<file path="src/rtl/lenet_layer_sequencer.sv">
// LeNet layer sequencer: enables each layer engine in turn,
// guards every stage with a watchdog and reports run cycles.
module lenet_layer_sequencer #(
  parameter int N_STAGES = 7,
  parameter int IDX_W    = 3,
  parameter int TIMEOUT  = 1000000,
  parameter int TO_W     = 20,
  parameter int CYC_W    = 24
) (
  input  logic                clk,
  input  logic                rst,
  input  logic                start,
  input  logic                abort,
  input  logic [N_STAGES-1:0] stage_finish,
  output logic [N_STAGES-1:0] stage_en,
  output logic                busy,
  output logic                done,
  output logic                error,
  output logic [IDX_W-1:0]    err_stage,
  output logic [IDX_W-1:0]    cur_stage,
  output logic [CYC_W-1:0]    total_cycles
);

  typedef enum logic [2:0] {
    S_IDLE, S_RUN, S_GAP, S_DONE, S_ERR
  } state_t;

  state_t              state_q, state_d;
  logic [IDX_W-1:0]    idx_q, idx_d;
  logic [TO_W-1:0]     wd_q, wd_d;
  logic [CYC_W-1:0]    cyc_q, cyc_d;
  logic [CYC_W-1:0]    cyc_inc;
  logic [N_STAGES-1:0] en_q, en_d;
  logic                busy_q, busy_d;
  logic                done_q, done_d;
  logic                err_q, err_d;
  logic [IDX_W-1:0]    errst_q, errst_d;
  logic [CYC_W-1:0]    total_q, total_d;
  logic                fin_cur;
  logic                last;
  logic                wd_to;

  // Next-state, counters and registered output values
  always_comb begin
    state_d = state_q;
    idx_d   = idx_q;
    wd_d    = wd_q;
    cyc_d   = cyc_q;
    err_d   = err_q;
    errst_d = errst_q;
    total_d = total_q;
    cyc_inc = (cyc_q == '1) ? cyc_q : cyc_q + CYC_W'(1);
    fin_cur = |(stage_finish & en_q);
    last    = (idx_q == IDX_W'(N_STAGES - 1));
    wd_to   = (wd_q == TO_W'(TIMEOUT - 1));
    unique case (state_q)
      S_IDLE, S_ERR: begin
        if (start) begin
          state_d = S_RUN;
          idx_d   = '0;
          wd_d    = '0;
          cyc_d   = '0;
          err_d   = 1'b0;
          errst_d = '0;
        end
      end
      S_RUN: begin
        cyc_d = cyc_inc;
        if (abort) begin
          state_d = S_IDLE;
          idx_d   = '0;
        end else if (fin_cur) begin
          if (last) begin
            state_d = S_DONE;
            total_d = cyc_inc;
          end else begin
            state_d = S_GAP;
          end
        end else if (wd_to) begin
          state_d = S_ERR;
          err_d   = 1'b1;
          errst_d = idx_q;
        end else begin
          wd_d = wd_q + TO_W'(1);
        end
      end
      S_GAP: begin
        cyc_d = cyc_inc;
        if (abort) begin
          state_d = S_IDLE;
          idx_d   = '0;
        end else begin
          state_d = S_RUN;
          idx_d   = idx_q + IDX_W'(1);
          wd_d    = '0;
        end
      end
      S_DONE: begin
        state_d = S_IDLE;
        idx_d   = '0;
      end
      default: begin
        state_d = S_IDLE;
        idx_d   = '0;
      end
    endcase
    en_d = (state_d == S_RUN) ?
           (N_STAGES'(1) << idx_d) : '0;
    busy_d = (state_d == S_RUN) ||
             (state_d == S_GAP) ||
             (state_d == S_DONE);
    done_d = (state_d == S_DONE);
  end

  // State and output registers with synchronous reset
  always_ff @(posedge clk) begin
    if (rst) begin
      state_q <= S_IDLE;
      idx_q   <= '0;
      wd_q    <= '0;
      cyc_q   <= '0;
      en_q    <= '0;
      busy_q  <= 1'b0;
      done_q  <= 1'b0;
      err_q   <= 1'b0;
      errst_q <= '0;
      total_q <= '0;
    end else begin
      state_q <= state_d;
      idx_q   <= idx_d;
      wd_q    <= wd_d;
      cyc_q   <= cyc_d;
      en_q    <= en_d;
      busy_q  <= busy_d;
      done_q  <= done_d;
      err_q   <= err_d;
      errst_q <= errst_d;
      total_q <= total_d;
    end
  end

  assign stage_en     = en_q;
  assign busy         = busy_q;
  assign done         = done_q;
  assign error        = err_q;
  assign err_stage    = errst_q;
  assign cur_stage    = idx_q;
  assign total_cycles = total_q;

endmodule
</file>
<file path="config.mk">
export PLATFORM = sky130hd
export DESIGN_NAME = lenet_layer_sequencer
export DESIGN_NICKNAME = d
export VERILOG_FILES = /design/src/rtl/lenet_layer_sequencer.sv
export SDC_FILE = /design/constraint.sdc
export NUM_CORES = 1
export LEC_CHECK = 0
export ABC_CLOCK_PERIOD_IN_PS = 2400
export CAP_MARGIN = 10
export CORE_MARGIN = 2
export CORE_UTILIZATION = 51
export CTS_CLUSTER_DIAMETER = 100
export CTS_CLUSTER_SIZE = 40
export DETAILED_ROUTE_END_ITERATION = 8
export PLACE_DENSITY_LB_ADDON = 0.1
export SETUP_SLACK_MARGIN = 0.05
export SLEW_MARGIN = 20
export SYNTH_ARGS = -nofsm -noshare
export SYNTH_HDL_FRONTEND = slang
export SYNTH_SLANG_ARGS = --single-unit
</file>
<file path="constraint.sdc">
create_clock -name clk -period 2.4 [get_ports clk]
set_clock_uncertainty 0.2 [all_clocks]
set_input_delay 0.48 -clock clk [delete_from_list [all_inputs] [get_ports clk]]
set_output_delay 0.48 -clock clk [all_outputs]
set_load 0.05 [all_outputs]
</file>
# Word level (Yosys, flattened, before mapping)
# Index checks and enable logic that the tools add are counted.
dict set report totals {
  elab_cells 76
  out_inout_bits 40
  register_bits 87
  in_bits 11
}
dict set report classes {
  n_addsub 3
  n_bitwise 3
  n_shift 1
  n_mux 30
  n_reduce_logical 14
  n_eq_ne 15
}
# op count
set ops {}
lappend ops {{$mux W20} 5}
lappend ops {{$pmux W20 S3} 1}
lappend ops {{$mux W24} 2}
lappend ops {{$pmux W24 S2} 1}
lappend ops {{$mux W3} 11}
lappend ops {{$add A24 B1 Y24 const B} 1}
lappend ops {{$eq A24 B24 Y1 const B} 1}
lappend ops {{$add A20 B1 Y20 const B} 1}
lappend ops {{$eq A20 B20 Y1 const B} 1}
lappend ops {{$pmux W3 S3} 2}
lappend ops {{$ne A2 B2 Y1 const B} 6}
lappend ops {{$eq A3 B2 Y1 const B} 3}
lappend ops {{$and A7 B7 Y7} 1}
lappend ops {{$reduce_or A7 Y1} 1}
lappend ops {{$shl A1 B3 Y7 const A} 1}
lappend ops {{$eq A3 B1 Y1 const B} 2}
lappend ops {{$eq A3 B3 Y1 const B} 2}
lappend ops {{$mux W1} 6}
lappend ops {{$pmux W3 S2} 1}
lappend ops {{$reduce_and A6 Y1} 1}
lappend ops {{$reduce_or A2 Y1} 3}
lappend ops {{$reduce_and A5 Y1} 1}
lappend ops {{$reduce_and A4 Y1} 1}
lappend ops {{$reduce_bool A2 Y1} 2}
lappend ops {{other kinds (7)} 9}

# Depth between registers and ports, before layout
# Gate-level depths: netlist (run 1).
dict set report logic_depth {
  word_depth 8
  mapped_depth 8
  depth_no_buf 6
}

# Least setup slack after synthesis (run 1)
# Ideal clock, no wire load.
dict set report synth_timing {
  kind {register to register}
  start {reg cyc_q[1]}
  end {reg total_q[9], in the netlist total_cycles[9]}
  slack_ns 0.106
  n_path_buf 1
  stages_incl_launch_ff 8
  required_ns 2.114
  period_less_slack_ns 2.294
  setup_ns 0.086
  arrival_ns 2.008
  cell_sequence {dfxtp_1 > ha_1 > clkbuf_1 > inv_1 > or4_1 > o21a_1 > xnor2_1 > a211oi_1}
}
dict set report synth_between {
  elab_chain_cells 2
  elab_cells_between_ends 3
  classes_between {add/sub: 1; eq/ne: 1; mux: 1}
}
# element line
set synth_rtl {}
lappend synth_rtl {{from (decl)} 31} ;# logic [CYC_W-1:0] cyc_q, cyc_d;
lappend synth_rtl {{from (signal assigned)} 132} ;# cyc_q <= cyc_d;
lappend synth_rtl {{$add A24 B1 Y24 / $eq A24 B24 Y1 (equally long branches)} 52} ;# cyc_inc = (cyc_q == '1) ? cyc_q : cyc_q + CYC_W'(1);
lappend synth_rtl {{$mux W24 *} 52}
lappend synth_rtl {{to (signal assigned)} 138} ;# total_q <= total_d;
lappend synth_rtl {{to (decl)} 38} ;# logic [CYC_W-1:0] total_q, total_d;
# Mark *: on every way between the ends. The rest lies on a longest branch, timed or not.
# A chain may end at the register's enable or synchronous reset.

# Final worst setup path (run 1)
dict set report layout_timing {
  start {in stage_finish[5]}
  end {reg en_q[2], in the netlist stage_en[2]}
}
dict set report layout_between {
  elab_chain_cells 8
}
# element line
set layout_rtl {}
lappend layout_rtl {{from (decl)} 14} ;# input logic [N_STAGES-1:0] stage_finish,
lappend layout_rtl {{$and A7 B7 Y7} 53} ;# fin_cur = |(stage_finish & en_q);
lappend layout_rtl {{$reduce_or A7 Y1} 53}
lappend layout_rtl {{$mux W3} 72} ;# end else if (fin_cur) begin
lappend layout_rtl {{$mux W3} 69} ;# if (abort) begin
lappend layout_rtl {{$pmux W3 S3} 56} ;# unique case (state_q)
lappend layout_rtl {{$eq A3 B1 Y1} 107} ;# en_d = (state_d == S_RUN) ?
lappend layout_rtl {{$not A1 Y1 (no source line)} --}
lappend layout_rtl {{$reduce_or A2 Y1 (no source line)} --}
lappend layout_rtl {{to (signal assigned)} 133} ;# en_q <= en_d;
lappend layout_rtl {{to (decl)} 33} ;# logic [N_STAGES-1:0] en_q, en_d;
# Every way passes these cells.

==> flow_summary.toml, run 1 <==
[setup_path]
crit_top_cell = "buf_4"
cp.required_ns = 2.48
critPathKind = "in -> reg"
reg2reg_depth = 6
cp-start-kind = "input port"
crit_chain = "clkdlybuf4s50_1 -> a222oi_1 -> buf_4 -> buf_4 -> nand3_1 -> a21oi_1 -> o2111ai_2 -> nor3_1"
cpMaxStageDelayCell = "clkdlybuf4s50_1"
endpoint_kind = "flip-flop"
arrival_ns = 2.39
critPathMaxStageDelay_ns = 0.41
worstPathMaxFanout = 4

[final_layout]
final_cell_mix = "dfxtp_1 (85), buf_4 (69), a21oi_1 (48), clkdlybuf4s50_1 (48), nor2_1 (40)"
area_growth_pct = 31.0
layout_commonest_cell = "dfxtp_1"
drive_above_1_share = 0.202
finish.net_count = 658
final_util = 0.686
antenna_cells = 0
num-fill-cells = 730

[yosys]
synth_ff_type = "dfxtp_1"
ys_ff_latch = 87
synth_cell_type_count = 67
syn_inst = 542
syn_area_per_cell_um2 = 8.38
synth_edf_count = 0
syn-cell-area_um2 = 4540
synth_seq_area_share = 0.383
syn_nets = 557
synth_warnings = 0
synthArstFlopShare = 0

[clock_tree]
cts-root-buf = "clkbuf_8"
cts_buffer_depth = 2
cts_max_level = 3
clkTransAtPathRegs_ns = 0.09
insertion_delay_ns = 0.37
cts.sinks = 87
numCtsBuffers = 9
postCtsSetupBuffers = 0
cts_tree = "yes"

[timing]
worst_slew_pin_slew_ns = 0.506
slew_viol_final = 0
final_hold_viol_count = 0
whs_ns = 0.267
fin_crit_ns = 2.31
setup_violations = 0
clock.fmax_mhz = 433
rsz0062_at_grt = "yes"
timing.final.crit_share = 0.961
slew_headroom = 0.662

[routing]
routed_wl_um = 13100
dr.first_iter.drc_count = 215
vias = 4589
first_pass_iters = 6
drc = 0
viasPerCell = 6.07
antenna_left = 0
wire_per_inst_um = 17.3

[pwr]
ir_drop_v = 0.000312
p_leak_nw = 2.03
power_density_nw_per_um2 = 473

[global_routing]
grt_pass1_vias = 4439
overflow = 0
grt_pass1_wl_um = 21100
antenna_found_initial = 0
grt_usage = 0.269
grt_max_degree = 41

[floorplanning]
io_pins = 51
die_x_um = 98.4
core_um2 = 8680
row_count = 34
fp.dieH_um = 98.4
dieArea_um2 = 9680
start_util = 0.524

[placement]
place_hpwl_um = 9420
gp_congestion = 0.927
portBuffers = 50

[run]
timing.max_cap.violations = 0

[worst_hold_path]
hold_depth = 2
hold_class = "reg -> reg"

[status]
outcome = "complete, no violations"
## worst max-delay path: cells and delay by family
family,cells,cell delay (ns)
AOI/OAI and AO/OA,3,0.87
buffers and inverters,3,0.71
and+or+nand+nor,2,0.33
## power by group
group | internal [mW] | switching [mW] | total, mW | leakage, nW
clock network | 0.519 | 0.558 | 1.08 | 0.0977
logic | 0.119 | 0.160 | 0.280 | 1.23
registers | 1.45 | 0.0101 | 1.46 | 0.702
total | 2.09 | 0.728 | 2.82 | 2.03
## sequential cells by signal, indices dropped and copies added, names as in the netlist
register,flops
stage_en,7
err_stage,3
cur_stage,3
done,1
wd_q,20
busy,1
error,1
cyc_q,24
state_q,3
total_cycles,24
## what timing repair did
| item | 4_1_cts | 5_1_grt |
|---|---|---|
| hold buffers | 0 | 0 |
| cloned | 0 | 1 |
| pin swaps | 0 | 3 |
| endpoints found under the setup margin | 15 | 53 |
| gates resized for setup | 3 | 20 |
## final cells by class
type | count | area, µm² | share of cell area
multi-input combinational | 409 | 2690 | 0.452
timing repair buffer | 125 | 1140 | 0.191
tap | 108 | 135 | 0.0227
clock inverter | 5 | 65.1 | 0.0109
clock buffer | 11 | 141 | 0.0237
inverter | 11 | 41.3 | 0.00693
sequential | 87 | 1740 | 0.293
## final timing paths
check | end | slack, ns | from
hold reg to reg | err_stage[1]$_SDFFE_PP0P_ | 0.27 | err_stage[1]$_SDFFE_PP0P_
hold / removal | err_stage[1]$_SDFFE_PP0P_ | 0.27 | err_stage[1]$_SDFFE_PP0P_
setup / recovery | stage_en[2]$_SDFF_PP0_ | 0.09 | stage_finish[5]
setup reg to reg | total_cycles[21]$_SDFFE_PP0P_ | 0.15 | cyc_q[13]$_SDFFE_PP0P_
## cells in the mapped netlist (all sizes together), types with 8 or more instances
| library cell | instances | share of area |
|---|---|---|
| nor2 | 43 | 0.036 |
| buf | 20 | 0.023 |
| o21ai | 34 | 0.038 |
| nand2b | 10 | 0.014 |
| nand4 | 14 | 0.026 |
| nand3 | 32 | 0.035 |
| a211oi | 14 | 0.028 |
| or3 | 17 | 0.023 |
| a31oi | 21 | 0.029 |
| clkbuf | 15 | 0.012 |
| o31ai | 9 | 0.015 |
| inv | 11 | 0.0091 |
| nor3 | 12 | 0.014 |
| o211ai | 9 | 0.017 |
| a21oi | 48 | 0.053 |
| or4 | 11 | 0.018 |
| nor4 | 8 | 0.012 |
| dfxtp | 87 | 0.38 |
| xnor2 | 13 | 0.025 |
| nand2 | 36 | 0.030 |
## through the flow
stage	power [mW]	TNS [ns]	setup WS (ns)	instances	area, µm²
2_1_floorplan	1.63	0	0.106	542	4540
3_3_place_gp	1.75	-12.75	-0.362	739	5630
3_5_place_dp	1.76	-15.88	-0.388	739	5630
4_1_cts	2.83	0	0.0304	755	5840
5_1_grt	2.92	0	0.00152	756	5950
6_report	2.82	0	0.0926	756	5950
## cells by family after synthesis
kind of cell | after synthesis | synth area share
adder cells (fa/ha/maj) | 4 | 0.0110
AO/OA/AOI/OAI | 167 | 0.253
XOR/XNOR | 17 | 0.0328
AND/OR/NAND/NOR | 216 | 0.265
buffers and inverters | 46 | 0.0441
multiplexers | 5 | 0.0110
flip-flops | 87 | 0.383
## metal layers
metal  up-vias  GRT usage  wire, µm
met1      2187      0.314      5340
met2       137      0.473      6620
met5         -          0         0
met3        34     0.0444       611
li1       2231          -         -
met4         0      0.135       482
Note: power is estimated with default switching activity, not from simulation.
==> inputs of run 2 (changes only) <==
Settings changed: CORE_MARGIN 2 to not set, CTS_CLUSTER_DIAMETER 100 to not set.
==> flow_summary.toml, run 2 (synthesis results as in run 1) <==
[setup_path]
cp-start-kind = "input port"
cp.required_ns = 2.48
worstPathMaxFanout = 21
arrival_ns = 2.38
critPathKind = "in -> reg"
endpoint_kind = "flip-flop"

[floorplanning]
fp.dieH_um = 96.4
start_util = 0.524
die_x_um = 96.4
row_count = 34
io_pins = 51
dieArea_um2 = 9290
core_um2 = 8680

[pwr]
ir_drop_v = 0.000300
power_mw = 2.92
p_leak_nw = 2.04
power_density_nw_per_um2 = 496

[timing]
whs_ns = 0.264
timing.final.crit_share = 0.960
rsz0062_at_grt = "yes"
slew_viol_final = 0
fin_crit_ns = 2.30
clock.fmax_mhz = 434
slew_headroom = 0.639
final_hold_viol_count = 0
setup_violations = 0
worst_slew_pin_slew_ns = 0.540

[clock_tree]
cts_buffer_depth = 2
clkTransAtPathRegs_ns = 0.10
cts_tree = "yes"
numCtsBuffers = 9
insertion_delay_ns = 0.36
cts_max_level = 3
cts.sinks = 87
cts-root-buf = "clkbuf_8"

[routing]
routed_wl_um = 12400
vias = 4534
viasPerCell = 6.05
drc = 0
antenna_left = 0
wire_per_inst_um = 16.6
first_pass_iters = 5
dr.first_iter.drc_count = 249

[placement]
portBuffers = 50
gp_congestion = 0.921
dp.cells = 730
place_area_um2 = 5530
place_hpwl_um = 8960

[run]
timing.max_cap.violations = 0

[global_routing]
antenna_found_initial = 0
grt_pass1_vias = 4061
grt_max_degree = 43
overflow = 0
grt_usage = 0.271
grt_pass1_wl_um = 19200

[final_layout]
layout_commonest_cell = "dfxtp_1"
num-fill-cells = 727
antenna_cells = 0
area_growth_pct = 29.7
final_cell_mix = "dfxtp_1 (86), buf_4 (64), a21oi_1 (46), clkdlybuf4s50_1 (46), nor2_1 (42)"
finish.net_count = 652
fin_cells = 750
drive_above_1_share = 0.192
design_area_um2 = 5890

[status]
outcome = "complete, no violations"

[worst_hold_path]
hold_class = "reg -> reg"
==> run 2: changes by cell type in the layout (fill, tap and decap cells not counted), sizes merged <==
cell           previous run  this run
buf                      74        68
clkinvlp                  2         0
clkbuf                   12        10
dlymetal6s2s              1         4
bufinv                    1         2
inv                      12        15
dlygate4sd2               1         0
clkdlybuf4s50            48        46
==> run 2: worst max-delay path, stage by stage <==
cell and delay (ns):
clkdlybuf4s50_1 0.42, or4b_1 0.57, a31oi_2 0.23, and2_4 0.22
buf_12 0.16, nor2_1 0.05, a311oi_1 0.23
==> run 2: worst paths after layout <==
| path | start | endpoint | slack, ns | cells after the start |
|---|---|---|---|---|
| worst max-delay path | abort | total_cycles[1]$_SDFFE_PP0P_ | 0.1 | 7 |
| worst max register to register | state_q[0]$_SDFF_PP0_ | wd_q[9]$_SDFFE_PP0P_ | 0.17 | 7 |
| worst min-delay path | err_stage[1]$_SDFFE_PP0P_ | err_stage[1]$_SDFFE_PP0P_ | 0.26 | 2 |
| worst min register to register | err_stage[1]$_SDFFE_PP0P_ | err_stage[1]$_SDFFE_PP0P_ | 0.26 | 2 |
==> run 2: repair_timing <==
item                                    CTS  global route
endpoints found under the setup margin   13            53
gates resized for setup                   3            18
buffers inserted                          0             2
hold buffers                              0             0
pin swaps                                 1             6
cloned                                    0             2
==> run 2: per-stage QoR <==
stage          setup WS [ns]  utilization  TNS, ns
3_5_place_dp          -0.360        0.638   -13.96
4_1_cts               0.0504        0.666        0
6_report              0.0971        0.679        0
3_3_place_gp          -0.328        0.638   -12.03
5_1_grt               0.0323        0.679        0
2_1_floorplan          0.106            -        0
==> run 2: area by class of cell <==
cell class	instances	area [µm²]	area share
Clock buffer	9	124	0.0210
Clock inverter	7	103	0.0174
Inverter	11	41.3	0.00700
Multi-Input combinational cell	409	2680	0.454
Sequential cell	87	1740	0.296
Tap cell	108	135	0.0229
Timing Repair Buffer	119	1070	0.182
==> run 2: layer usage <==
layer / part of all wire / track usage / vias up / wire, µm
li1: - / - / 2229 / -
met1: 0.43 / 0.318 / 2171 / 5320
met2: 0.51 / 0.492 / 108 / 6310
met3: 0.036 / 0.0344 / 26 / 450
met4: 0.029 / 0.116 / 0 / 358
met5: 0 / 0 / - / 0
==> run 2: power breakdown <==
part	switching, mW	total, mW	leakage (nW)	internal, mW
Clock	0.590	1.19	0.117	0.604
Sequential	0.00932	1.46	0.702	1.45
Combinational	0.157	0.267	1.22	0.110
Total	0.756	2.92	2.04	2.17
